File: src/rtl/muldiv_unit.sv
// muldiv_unit: iterative RV32M multiply/divide unit, one bit per cycle.
// Multiply is MSB-first shift-add into a 2*WIDTH accumulator; divide is
// restoring shift-subtract with the remainder in the upper half of that same
// accumulator and the dividend/quotient in the lower half.
// Optional feature macro: MULDIV_EARLY_OUT_EN. When it is defined, divide by
// zero, signed overflow and multiply by zero finish straight from IDLE.
module muldiv_unit #(
    parameter int WIDTH = 32,
    parameter int CNT_W = $clog2(WIDTH)
) (
    input  logic             clk_i,
    input  logic             rst_ni,
    input  logic             start_i,
    input  logic [2:0]       funct3_i,
    input  logic [WIDTH-1:0] src_a_i,
    input  logic [WIDTH-1:0] src_b_i,
    input  logic             kill_i,
    input  logic             result_ready_i,
    output logic             ready_o,
    output logic             busy_o,
    output logic             valid_o,
    output logic [WIDTH-1:0] result_o
);

    localparam logic [2:0] F_MUL    = 3'b000;
    localparam logic [2:0] F_MULH   = 3'b001;
    localparam logic [2:0] F_MULHSU = 3'b010;
    localparam logic [2:0] F_MULHU  = 3'b011;
    localparam logic [2:0] F_DIV    = 3'b100;
    localparam logic [2:0] F_DIVU   = 3'b101;
    localparam logic [2:0] F_REM    = 3'b110;
    localparam logic [2:0] F_REMU   = 3'b111;

    typedef enum logic [1:0] {
        S_IDLE = 2'd0,
        S_CALC = 2'd1,
        S_FIX  = 2'd2,
        S_DONE = 2'd3
    } state_e;

    state_e               state_q, state_d;
    logic [CNT_W-1:0]     cnt_q, cnt_d;
    logic [2:0]           op_q, op_d;
    logic [WIDTH-1:0]     opa_q, opa_d;
    logic [WIDTH-1:0]     opb_q, opb_d;
    logic [2*WIDTH-1:0]   acc_q, acc_d;
    logic                 neg_q, neg_d;
    logic                 divz_q, divz_d;
    logic [WIDTH-1:0]     result_q, result_d;

    // ---------------- input decode at acceptance ----------------
    logic             in_is_div, a_signed, b_signed, a_neg, b_neg, neg_in, b_zero;
    logic [WIDTH-1:0] a_mag, b_mag;
    logic             eo_hit;
    logic [WIDTH-1:0] eo_result;

    assign in_is_div = funct3_i[2];
    assign a_signed  = (funct3_i == F_MULH) || (funct3_i == F_MULHSU) ||
                       (funct3_i == F_DIV)  || (funct3_i == F_REM);
    assign b_signed  = (funct3_i == F_MULH) || (funct3_i == F_DIV) || (funct3_i == F_REM);
    assign a_neg     = a_signed & src_a_i[WIDTH-1];
    assign b_neg     = b_signed & src_b_i[WIDTH-1];
    // -MIN wraps to MIN, which read unsigned is exactly the needed magnitude
    assign a_mag     = a_neg ? -src_a_i : src_a_i;
    assign b_mag     = b_neg ? -src_b_i : src_b_i;
    // Remainder takes the dividend's sign; everything else the xor of both
    assign neg_in    = (funct3_i == F_REM) ? a_neg : (a_neg ^ b_neg);
    assign b_zero    = (src_b_i == '0);

`ifdef MULDIV_EARLY_OUT_EN
    logic eo_divz, eo_ovf, eo_mzero;
    assign eo_divz  = in_is_div & b_zero;
    assign eo_ovf   = ((funct3_i == F_DIV) || (funct3_i == F_REM)) &&
                      (src_a_i == {1'b1, {(WIDTH-1){1'b0}}}) && (src_b_i == '1);
    assign eo_mzero = ~in_is_div & ((src_a_i == '0) | b_zero);
    assign eo_hit   = eo_divz | eo_ovf | eo_mzero;
    // funct3[1] separates remainder from quotient within the divide group
    always_comb begin
        eo_result = '0;
        if (eo_divz)      eo_result = funct3_i[1] ? src_a_i : '1;
        else if (eo_ovf)  eo_result = funct3_i[1] ? '0 : src_a_i;
    end
`else
    assign eo_hit    = 1'b0;
    assign eo_result = '0;
`endif

    // ---------------- one iteration of the datapath ----------------
    logic [2*WIDTH-1:0] mul_acc_nx, div_acc_nx;
    logic [WIDTH:0]     div_shift;
    logic [WIDTH-1:0]   div_diff;
    logic               div_ge;

    assign mul_acc_nx = {acc_q[2*WIDTH-2:0], 1'b0} +
                        (opb_q[WIDTH-1] ? {{WIDTH{1'b0}}, opa_q} : '0);
    assign div_shift  = {acc_q[2*WIDTH-1:WIDTH], acc_q[WIDTH-1]};
    assign div_ge     = (div_shift >= {1'b0, opb_q});
    // Only used when div_ge, where the true difference always fits WIDTH bits
    assign div_diff   = div_shift[WIDTH-1:0] - opb_q;
    assign div_acc_nx = {(div_ge ? div_diff : div_shift[WIDTH-1:0]),
                         acc_q[WIDTH-2:0], div_ge};

    // ---------------- sign fix and result select ----------------
    logic [2*WIDTH-1:0] prod_fix;
    logic [WIDTH-1:0]   quo_fix, rem_fix, fix_result;

    assign prod_fix = neg_q ? -acc_q : acc_q;
    assign quo_fix  = neg_q ? -acc_q[WIDTH-1:0] : acc_q[WIDTH-1:0];
    assign rem_fix  = neg_q ? -acc_q[2*WIDTH-1:WIDTH] : acc_q[2*WIDTH-1:WIDTH];

    // Divide-by-zero quotient is forced; the remainder already equals src_a
    always_comb begin
        fix_result = '0;
        case (op_q)
            F_MUL:                      fix_result = prod_fix[WIDTH-1:0];
            F_MULH, F_MULHSU, F_MULHU:  fix_result = prod_fix[2*WIDTH-1:WIDTH];
            F_DIV, F_DIVU:              fix_result = divz_q ? '1 : quo_fix;
            F_REM, F_REMU:              fix_result = rem_fix;
            default:                    fix_result = '0;
        endcase
    end

    // Next-state and datapath update; kill overrides every non-idle state
    always_comb begin
        state_d  = state_q;
        cnt_d    = cnt_q;
        op_d     = op_q;
        opa_d    = opa_q;
        opb_d    = opb_q;
        acc_d    = acc_q;
        neg_d    = neg_q;
        divz_d   = divz_q;
        result_d = result_q;
        case (state_q)
            S_IDLE: begin
                if (start_i && !kill_i) begin
                    op_d   = funct3_i;
                    opa_d  = a_mag;
                    opb_d  = b_mag;
                    acc_d  = in_is_div ? {{WIDTH{1'b0}}, a_mag} : '0;
                    neg_d  = neg_in;
                    divz_d = b_zero;
                    cnt_d  = CNT_W'(WIDTH-1);
                    if (eo_hit) begin
                        result_d = eo_result;
                        state_d  = S_DONE;
                    end else begin
                        state_d  = S_CALC;
                    end
                end
            end
            S_CALC: begin
                if (op_q[2]) begin
                    acc_d = div_acc_nx;
                end else begin
                    acc_d = mul_acc_nx;
                    opb_d = {opb_q[WIDTH-2:0], 1'b0};
                end
                if (cnt_q == '0) begin
                    state_d = S_FIX;
                end else begin
                    cnt_d = cnt_q - CNT_W'(1);
                end
            end
            S_FIX: begin
                result_d = fix_result;
                state_d  = S_DONE;
            end
            S_DONE: begin
                if (result_ready_i) state_d = S_IDLE;
            end
            default: state_d = S_IDLE;
        endcase
        if (kill_i && (state_q != S_IDLE)) state_d = S_IDLE;
    end

    // State and datapath registers
    always_ff @(posedge clk_i or negedge rst_ni) begin
        if (!rst_ni) begin
            state_q  <= S_IDLE;
            cnt_q    <= '0;
            op_q     <= '0;
            opa_q    <= '0;
            opb_q    <= '0;
            acc_q    <= '0;
            neg_q    <= 1'b0;
            divz_q   <= 1'b0;
            result_q <= '0;
        end else begin
            state_q  <= state_d;
            cnt_q    <= cnt_d;
            op_q     <= op_d;
            opa_q    <= opa_d;
            opb_q    <= opb_d;
            acc_q    <= acc_d;
            neg_q    <= neg_d;
            divz_q   <= divz_d;
            result_q <= result_d;
        end
    end

    assign ready_o  = (state_q == S_IDLE);
    assign busy_o   = (state_q != S_IDLE);
    assign valid_o  = (state_q == S_DONE);
    assign result_o = result_q;

endmodule

File: config.mk
export PLATFORM = sky130hd
export DESIGN_NAME = muldiv_unit
export DESIGN_NICKNAME = d
export VERILOG_FILES = /design/src/rtl/muldiv_unit.sv
export SDC_FILE = /design/constraint.sdc
export NUM_CORES = 1
export LEC_CHECK = 0
export CELL_PAD_IN_SITES_DETAIL_PLACEMENT = 0
export CELL_PAD_IN_SITES_GLOBAL_PLACEMENT = 1
export CORE_MARGIN = 4
export CORE_UTILIZATION = 30
export DETAILED_ROUTE_END_ITERATION = 7
export PLACE_DENSITY_LB_ADDON = 0.1
export SLEW_MARGIN = 25
export SYNTH_ARGS = -nofsm -noshare
export SYNTH_HDL_FRONTEND = slang
export SYNTH_SLANG_ARGS = --single-unit
File: constraint.sdc
create_clock -name clk_i -period 5.51 [get_ports clk_i]
set_input_delay 1.102 -clock clk_i [delete_from_list [all_inputs] [get_ports clk_i]]
set_output_delay 1.102 -clock clk_i [all_outputs]
set_load 0.005 [all_outputs]
==> results of run 1 <==
-- per-stage QoR --
step           setup WS (ps)  cells  hold slack, ps   util  cell area [sq um]
5_1_grt                  914   2932             509  0.347              18700
2_1_floorplan           2020   2193             442      -              16400
3_3_place_gp             970   2900             459  0.337              18200
6_report                1130   2933             478  0.348              18700
4_1_cts                  901   2932             480  0.347              18700
3_5_place_dp             914   2900             463  0.337              18200
-- worst max-delay path, stage by stage, from the launching register on --
cell	delay (ps)
dfrtp_1	590
inv_1	210
ha_1	230
nand2b_1	180
a211oi_1	270
o21ai_0	260
o21ai_0	450
a22oi_1	210
a21oi_2	580
or2_2	560
buf_12	240
mux2_2	340
o211ai_1	160
-- how the worst max path moves through the flow --
stage               startpoint      endpoint  cells past startpoint
floorplan            acc_q[32]  result_o[28]                     12
global placement     acc_q[38]     acc_q[48]                     11
detailed placement   acc_q[31]     acc_q[37]                     12
CTS                  acc_q[31]     acc_q[37]                     12
global route         acc_q[34]     acc_q[37]                     11
finish               acc_q[31]     acc_q[37]                     12
-- sequential cells by signal (all words and copies together), names as in the netlist --
signal    cells
op_q          3
state_q       2
neg_q         1
result_o     32
acc_q        64
cnt_q         5
divz_q        1
opb_q        32
opa_q        32
-- routing by layer --
layer | up-vias | share of wire | GRT usage
li1 | 8002 | - | -
met1 | 8257 | 0.48 | 0.324
met2 | 415 | 0.46 | 0.375
met3 | 76 | 0.039 | 0.0309
met4 | 0 | 0.019 | 0.0555
met5 | - | 0 | 0
-- cell type report --
cell class	instances	area (sq um)
multi-input combinational	1794	11200
inverter	83	312
clock inverter	15	140
timing repair buffer	155	1450
sequential	172	4310
fill	5778	35200
clock buffer	17	425
tap	696	871
antenna	1	2.50
-- cells in the mapped netlist, drive strengths merged, types with 40 or more instances --
cell type / n
xnor2: 106
nor2: 183
o21ai: 237
nand2: 280
dfrtp: 172
a21oi: 173
nand3: 50
xor2: 90
and2: 40
ha: 74
inv: 82
nor3: 46
clkbuf: 124
-- power breakdown --
group	internal, mW	switching (mW)
Clock	0.629	0.619
Combinational	3.14	5.31
Sequential	1.83	0.819
Total	5.60	6.75
-- cells by family (layout without fill, tap and decap cells) --
family	count (synthesis)	in the layout	share of synthesized area
muxes	36	36	0.0224
AOI/OAI and AO/OA	715	715	0.275
adders and majority gates	76	76	0.0590
DFF	172	172	0.263
other	0	1	0
and+or+nand+nor	771	771	0.222
buffers and inverters	227	270	0.0528
xor gates and xnor gates	196	196	0.105
==> run summary, run 1 <==
Vias - 16800
Final min period - 4380 ps
Post-synth ARST share - 1.00
type of the worst min-delay path - flop to flop
Routability Congestion - 0.884
syn avg cell area - 7.46 sq um
Critical Path Fanout Max - 20
first-pass GRT wire length - 105 mm
Mapped Area - 16400 sq um
R2R Setup Slk - 1130 ps
DR iter-0 viols - 1441
drt pass-1 iters - 5
final setup violation count - 0
row cnt - 85
R2R depth - 12
vias per cell - 5.71
Cells after Synth - 2193
Clk Latency, worst-skew pair - 500 ps
Post-CTS Setup Bufs - 0
Crit. End Element - flop
Total GRT Usage - 0.230
antenna violations before repair - 1
register area share after synthesis - 0.263
max-cap viol count - 0
Post-synth EDFFs - 0
commonest non-fill, non-tap cell in the layout - nand2_1
area share of the largest cell type after synthesis - 0.263
Fmax - 0.228 GHz
Die Y - 242 microns
# DRC - 0
H-tree depth - 4
clk buf depth - 2
P_leak - 7.54 nW
Routed WL per cell - 23.3 microns
Final Skew - 17.2 ps
ys flop type - dfrtp_1
clock-pin slew on the worst setup and hold paths - 70 ps
FF-to-FF End - acc_q[37]
Die Wd - 242 microns
GR Overflow Total - 0
Final Hold Viols - 0
I/O pin count - 107
Ys Warns - 0
Yosys reg bits - 172
Final Max Slew Viols - 0
WP data arrival - 4790 ps
syn_nets - 2341
fin nets - 2371
crit path launch type - flop
total power - 12.4 mW
number of distinct library cells after synthesis - 76
port buffer count - 106
CTS Sinks - 172
WS Path Type - flop to flop
largest net degree at the start of global routing - 96
run status - finished clean
commonest non-fill, non-tap cells in the layout - 280 x nand2_1, 236 x o21ai_0, 180 x nor2_1, 172 x a21oi_1, 170 x dfrtp_1
CTS Hold Bufs - 0
Synth area leader - dfrtp_1
Peak supply drop - 316 uV
Worst Path Required - 5930 ps
vias in the first global route - 16400
Worst Hold End - opa_q[18]
total negative slack - 0 ps
Root Driver - clkbuf_16
Die Area - 58300 sq um
initial core utilization - 0.303
unrepaired setup endpoints after global routing - no
TritonCTS clock tree - done
share of cells above drive strength 1 - 0.0541
CTS buffer count - 17
post-route ant nets - 0
Cells on Worst Hold Path - 2
pwr dens - 659 nW/um^2
Hold Startpoint - opa_q[18]
Worst slew margin - 0.335
period utilization - 0.795
final WL - 68.5 mm
post-cts sizing count - 0
CORE AREA - 53900 sq um
Worst-Margin Slew - 998 ps
Post-DP HPWL - 52.3 mm
ranking of synthesized cells by area - dfrtp_1 26%, o21ai_0 7.2%, nand2_1 6.4%
worst r2r src - acc_q[31]
synth-to-layout area growth - 14.5%
(Power assumes the default switching activity.)
==> inputs of run 2 (changes only) <==
clock period = 4.5 ns   (was 5.51 ns; I/O delays follow)
==> run 2 against run 1 <==
Clock power up 27%; sequential power up 20%; die area unchanged; power rose by 24%; utilization up 0.41 points; flip-flop and latch count unchanged; register-to-register slack got worse by 580 ps; count of clock-buffer cells in the layout unchanged; combinational power up 24%; routed wire length decreased by 1.1%; highest routed layer unchanged.
==> run summary, run 2 (synthesis gave the netlist of run 1 again) <==
FF-to-FF End - acc_q[54]
Ant. Diodes - 0 (-1)
CTS buffer count - 17 (unchanged)
footprint of the multi-input gates - 11200 sq um (about the same)
Post-DP HPWL - 52.4 mm (+0.17%)
synth-to-layout area growth - 15.9%
CTS Hold Bufs - 0 (unchanged)
R2R depth - 13 (+1)
CTS Sinks - 172 (unchanged)
Die Y - 242 microns (unchanged)
WS Path Type - flop to flop
H-tree depth - 4 (unchanged)
unrepaired setup endpoints after global routing - no
post-route ant nets - 0 (unchanged)
P_leak - 7.68 nW (+1.9%)
type of the worst min-delay path - input pin to async pin
commonest non-fill, non-tap cell in the layout - nand2_1
Fmax - 0.254 GHz (+11%)
Final Skew - 16.5 ps (-0.677 ps)
I/O pin count - 107 (unchanged)
final WL - 67.7 mm (-1.1%)
run status - finished clean
worst r2r src - opb_q[31]
period utilization - 0.877 (+0.0819)
commonest non-fill, non-tap cells in the layout - 280 x nand2_1, 236 x o21ai_0, 181 x nor2_1, 173 x a21oi_1, 170 x dfrtp_1
Largest register FFs - 64 (unchanged)
Critical Path Fanout Max - 21 (+5.0%)
total negative slack - 0 ps (unchanged)
Die Wd - 242 microns (unchanged)
Worst-Margin Slew - 943 ps (-54.7 ps)
Clk Latency, worst-skew pair - 520 ps (+20 ps)
Worst slew margin - 0.363 (+0.0276)
GR Overflow Total - 0 (unchanged)
share of cells above drive strength 1 - 0.0645 (+0.0104)
Fillers - 5721 (-0.99%)
fin nets - 2398 (+1.1%)
Total GRT Usage - 0.228 (-0.00189)
port buffer count - 106 (unchanged)
WP data arrival - 4330 ps (-460 ps)
crit path launch type - flop
Post-CTS Setup Bufs - 0 (unchanged)
clock-pin slew on the worst setup and hold paths - 80 ps (about the same)
vias per cell - 5.66 (-0.84%)
setup slack after layout - 555 ps (-576 ps)
Crit. End Element - flop
R2R Setup Slk - 560 ps (-580 ps)
Routability Congestion - 0.905 (+2.3%)
Routed WL per cell - 22.9 microns (-2.0%)
pwr dens - 807 nW/um^2 (+22%)
Final min period - 3940 ps (-434 ps)
row cnt - 85 (unchanged)
register area - 4310 sq um (unchanged)
Root Driver - clkbuf_16
Post-Place Worst Slack - 429 ps (-485 ps)
final setup violation count - 0 (unchanged)
vias in the first global route - 16300 (-1.1%)
first-pass GRT wire length - 104 mm (-1.1%)
Final Max Slew Viols - 0 (unchanged)
clk buf depth - 2 (unchanged)
largest net degree at the start of global routing - 88 (-8.3%)
CORE AREA - 53900 sq um (unchanged)
final core occ - 0.352 (+0.00411)
Final Hold Viols - 0 (unchanged)
Most flops, register - acc_q
Die Area - 58300 sq um (unchanged)
dpl cells - 2927 (+0.93%)
TritonCTS clock tree - done
max-cap viol count - 0 (unchanged)
worst hold slack - 433 ps (-45.4 ps)
non-filler cells, final - 2959 (+0.89%)
initial core utilization - 0.303 (unchanged)
DR iter-0 viols - 1319 (-8.5%)
Vias - 16800 (+0.042%)
post-cts sizing count - 0 (unchanged)
Worst Path Required - 4880 ps (-1050 ps)
drt pass-1 iters - 5 (unchanged)
# DRC - 0 (unchanged)
Peak supply drop - 448 uV (+41%)
antenna violations before repair - 1 (unchanged)
-- run 2: changes by cell type in the layout (fill, tap and decap cells not counted) --
cell,delta
buf_4,+26
clkinv_2,-3
inv_6,+2
a2111oi_0,+1
a2111oi_1,-1
a21oi_1,+1
a21oi_2,-1
buf_12,+1
clkinv_4,+1
clkinv_8,+1
diode_2,-1
inv_8,-1
nor2_1,+1
nor2_2,-1
-- run 2: power by group --
| group | leakage, nW | internal (mW) | switching, mW |
|---|---|---|---|
| logic | 5.29 | 3.93 | 6.59 |
| registers | 2.12 | 2.25 | 0.943 |
| clock network | 0.275 | 0.779 | 0.807 |
| total | 7.68 | 6.96 | 8.35 |
-- run 2: layer usage --
metal  GRT usage  share of wire  up-vias
met2       0.368           0.46      435
met3      0.0348          0.044       63
met5           0              0        -
li1            -              -     8049
met4      0.0517          0.017        0
met1       0.323           0.48     8210
-- run 2: cell type report --
cell class,count,area share
timing repair buffer,182,0.0876
inverter,83,0.0164
clock inverter,15,0.00825
sequential,172,0.227
multi-input combinational,1794,0.592
tap,696,0.0459
clock buffer,17,0.0224
-- run 2: how the worst max path moves through the flow --
stage,start,to,slack [ps],depth (start not counted)
global route,opb_q[31],acc_q[54],210,13
CTS,opb_q[31],acc_q[54],580,13
floorplan,acc_q[32],result_o[28],1010,12
global placement,src_a_i[11],acc_q[29],430,10
finish,opb_q[31],acc_q[54],560,13
detailed placement,src_b_i[2],opb_q[28],430,9
-- run 2: per-stage QoR --
step | instance area, sq um | total power [mW]
6_report | 19000 | 15.3
3_3_place_gp | 18400 | 13.7
2_1_floorplan | 16400 | 9.79
3_5_place_dp | 18400 | 13.7
4_1_cts | 19000 | 15.3
5_1_grt | 19000 | 16.5
-- run 2: critical path: stages, from the launching register on --
cell and delay [ps]:
dfrtp_1 820, buf_4 260, and2_1 120, ha_1 330, a21oi_1 290, o211ai_1 160, a221oi_1 330, o32ai_1 200
nor4_1 300, buf_4 210, nand3b_1 260, mux2_2 370, nor2_1 90, o41ai_1 80
==> inputs of run 3 (changes only) <==
CORE_ASPECT_RATIO = 1.1   (was default)
CORE_MARGIN = 2   (was 4)
==> run 3 against run 2 <==
Sequential share of layout area decreased by 0.18 points; setup slack better by 31 ps; cell area up 0.79%; maximum frequency is 0.78% higher; global-route usage rose by 1.3 points; first-iteration DRC count decreased by 9.0%; highest routed layer unchanged.
==> run summary, run 3 (synthesis gave the netlist of run 1 again) <==
run status - finished clean
Ant. Diodes - 0 (unchanged)
Final Hold Viols - 0 (unchanged)
WP data arrival - 4300 ps (-30 ps)
post-cts sizing count - 0 (unchanged)
type of the worst min-delay path - input pin to async pin
H-tree depth - 4 (unchanged)
cells along the critical path - or4_4 > or4_4 > or4_1 > or2_1 > o41ai_4 > xnor2_1 > a221oi_1 > a21oi_1 > o22a_1
commonest non-fill, non-tap cell in the layout - nand2_1
CTS buffer count - 17 (unchanged)
Fillers - 5760 (+0.68%)
pwr dens - 802 nW/um^2 (-0.61%)
footprint of the multi-input gates - 11200 sq um (about the same)
Root Driver - clkbuf_16
DR iter-0 viols - 1200 (-9.0%)
clock-pin slew on the worst setup and hold paths - 70 ps (about the same)
final setup violation count - 0 (unchanged)
Routability Congestion - 0.912 (+0.75%)
period utilization - 0.870 (-0.00683)
CP max stage cell - or4_1
Final min period - 3910 ps (-30.7 ps)
first-pass GRT wire length - 104 mm (about the same)
total negative slack - 0 ps (unchanged)
Post-CTS Setup Bufs - 0 (unchanged)
I/O pin count - 107 (unchanged)
Worst Path Required - 4880 ps (about the same)
Peak supply drop - 356 uV (-20%)
Worst slew margin - 0.347 (-0.0157)
WS Path Type - flop to flop
total power - 15.3 mW (+0.17%)
GR Overflow Total - 0 (unchanged)
fin nets - 2413 (+0.63%)
Largest register FFs - 64 (unchanged)
Routed WL per cell - 22.3 microns (-2.5%)
CTS Sinks - 172 (unchanged)
vias in the first global route - 16800 (+3.6%)
drt pass-1 iters - 5 (unchanged)
share of cells above drive strength 1 - 0.0680 (+0.00353)
Total GRT Usage - 0.241 (+0.0131)
commonest non-fill, non-tap cells in the layout - 280 x nand2_1, 236 x o21ai_0, 182 x nor2_1, 173 x a21oi_1, 170 x dfrtp_1
antenna violations before repair - 0 (-1)
Die Wd - 227 microns (-6.2%)
CP dominant cell by count - or4_4
largest net degree at the start of global routing - 71 (-19%)
post-route ant nets - 0 (unchanged)
P_leak - 7.75 nW (+0.95%)
clk buf depth - 2 (unchanged)
Vias - 16800 (+0.30%)
initial core utilization - 0.304 (+0.000762)
CTS Hold Bufs - 0 (unchanged)
Post-DP HPWL - 52.1 mm (-0.58%)
worst hold slack - 358 ps (-75.3 ps)
final WL - 67.1 mm (-0.94%)
Crit. End Element - flop
register area - 4310 sq um (unchanged)
Final Cell Area - 19100 sq um (+0.79%)
CORE AREA - 53800 sq um (-0.25%)
Final Skew - 20.5 ps (+3.98 ps)
max-cap viol count - 0 (unchanged)
Slowest Stage Delay on Critical Path - 630 ps (-190 ps)
TritonCTS clock tree - done
vias per cell - 5.59 (-1.3%)
Worst-Margin Slew - 976 ps (+33.2 ps)
Clk Latency, worst-skew pair - 510 ps (about the same)
Die Y - 249 microns (+3.1%)
synth-to-layout area growth - 16.8%
GRT met1 Usage - 0.304 (-0.0197)
dpl cell area - 18500 sq um (+0.94%)
grt met2 use - 0.416 (+0.0476)
Final Max Slew Viols - 0 (unchanged)
crit path launch type - flop
final core occ - 0.355 (+0.00365)
# DRC - 0 (unchanged)
met3 usage - 0.0402 (+0.00544)
Critical Path Fanout Max - 15 (-29%)
Die Area - 56400 sq um (-3.3%)
GR peak layer - met2
row cnt - 89 (+4.7%)
unrepaired setup endpoints after global routing - no
port buffer count - 106 (unchanged)
Fmax - 0.256 GHz (+0.78%)
Most flops, register - acc_q
-- run 3: report_power, final --
group	switching [mW]	internal (mW)	total, mW	leakage, nW
combinational	6.69	4.04	10.7	5.37
clock	0.714	0.809	1.52	0.266
sequential	0.826	2.25	3.07	2.12
-- run 3: worst paths after layout --
path / startpoint / end / slack [ps] / cells after the start
worst max-delay path: acc_q[9] / result_o[30] / 590 / 9
worst min-delay path: rst_ni / opb_q[16] / 360 / 1
worst max register to register: acc_q[9] / result_o[30] / 590 / 9
worst min register to register: opa_q[1] / opa_q[1] / 470 / 2
max in group asynchronous: rst_ni / result_o[8] / 3180 / 2
min in group clk_i: opa_q[1] / opa_q[1] / 470 / 2
-- run 3: per-stage QoR --
| step | setup WS [ps] | instances |
|---|---|---|
| finish | 586 | 3006 |
| global route | 377 | 3006 |
| CTS | 603 | 3006 |
| detailed placement | 509 | 2974 |
| global placement | 430 | 2974 |
| floorplan | 1010 | 2193 |
-- run 3: final cells by class --
type | count | share of cell area
multi-input cells | 1794 | 0.587
flip-flops and latches | 172 | 0.225
repair buffers | 197 | 0.0940
well taps | 728 | 0.0477
clock buffers | 20 | 0.0229
inverters | 83 | 0.0163
clock inverters | 12 | 0.00648
-- run 3: worst max-delay path, delay by kind of cell, from the launching register on --
kind                      cells  cell delay [ps]
and+or+nand+nor               4             2200
AOI/OAI and AO/OA             4             1020
DFF                           1              460
xor gates and xnor gates      1              110
-- run 3: layer usage --
metal	vias to the layer above	share of wire
met4	0	0.029
met5	-	0
li1	8095	-
met2	388	0.50
met1	8239	0.44
met3	86	0.040
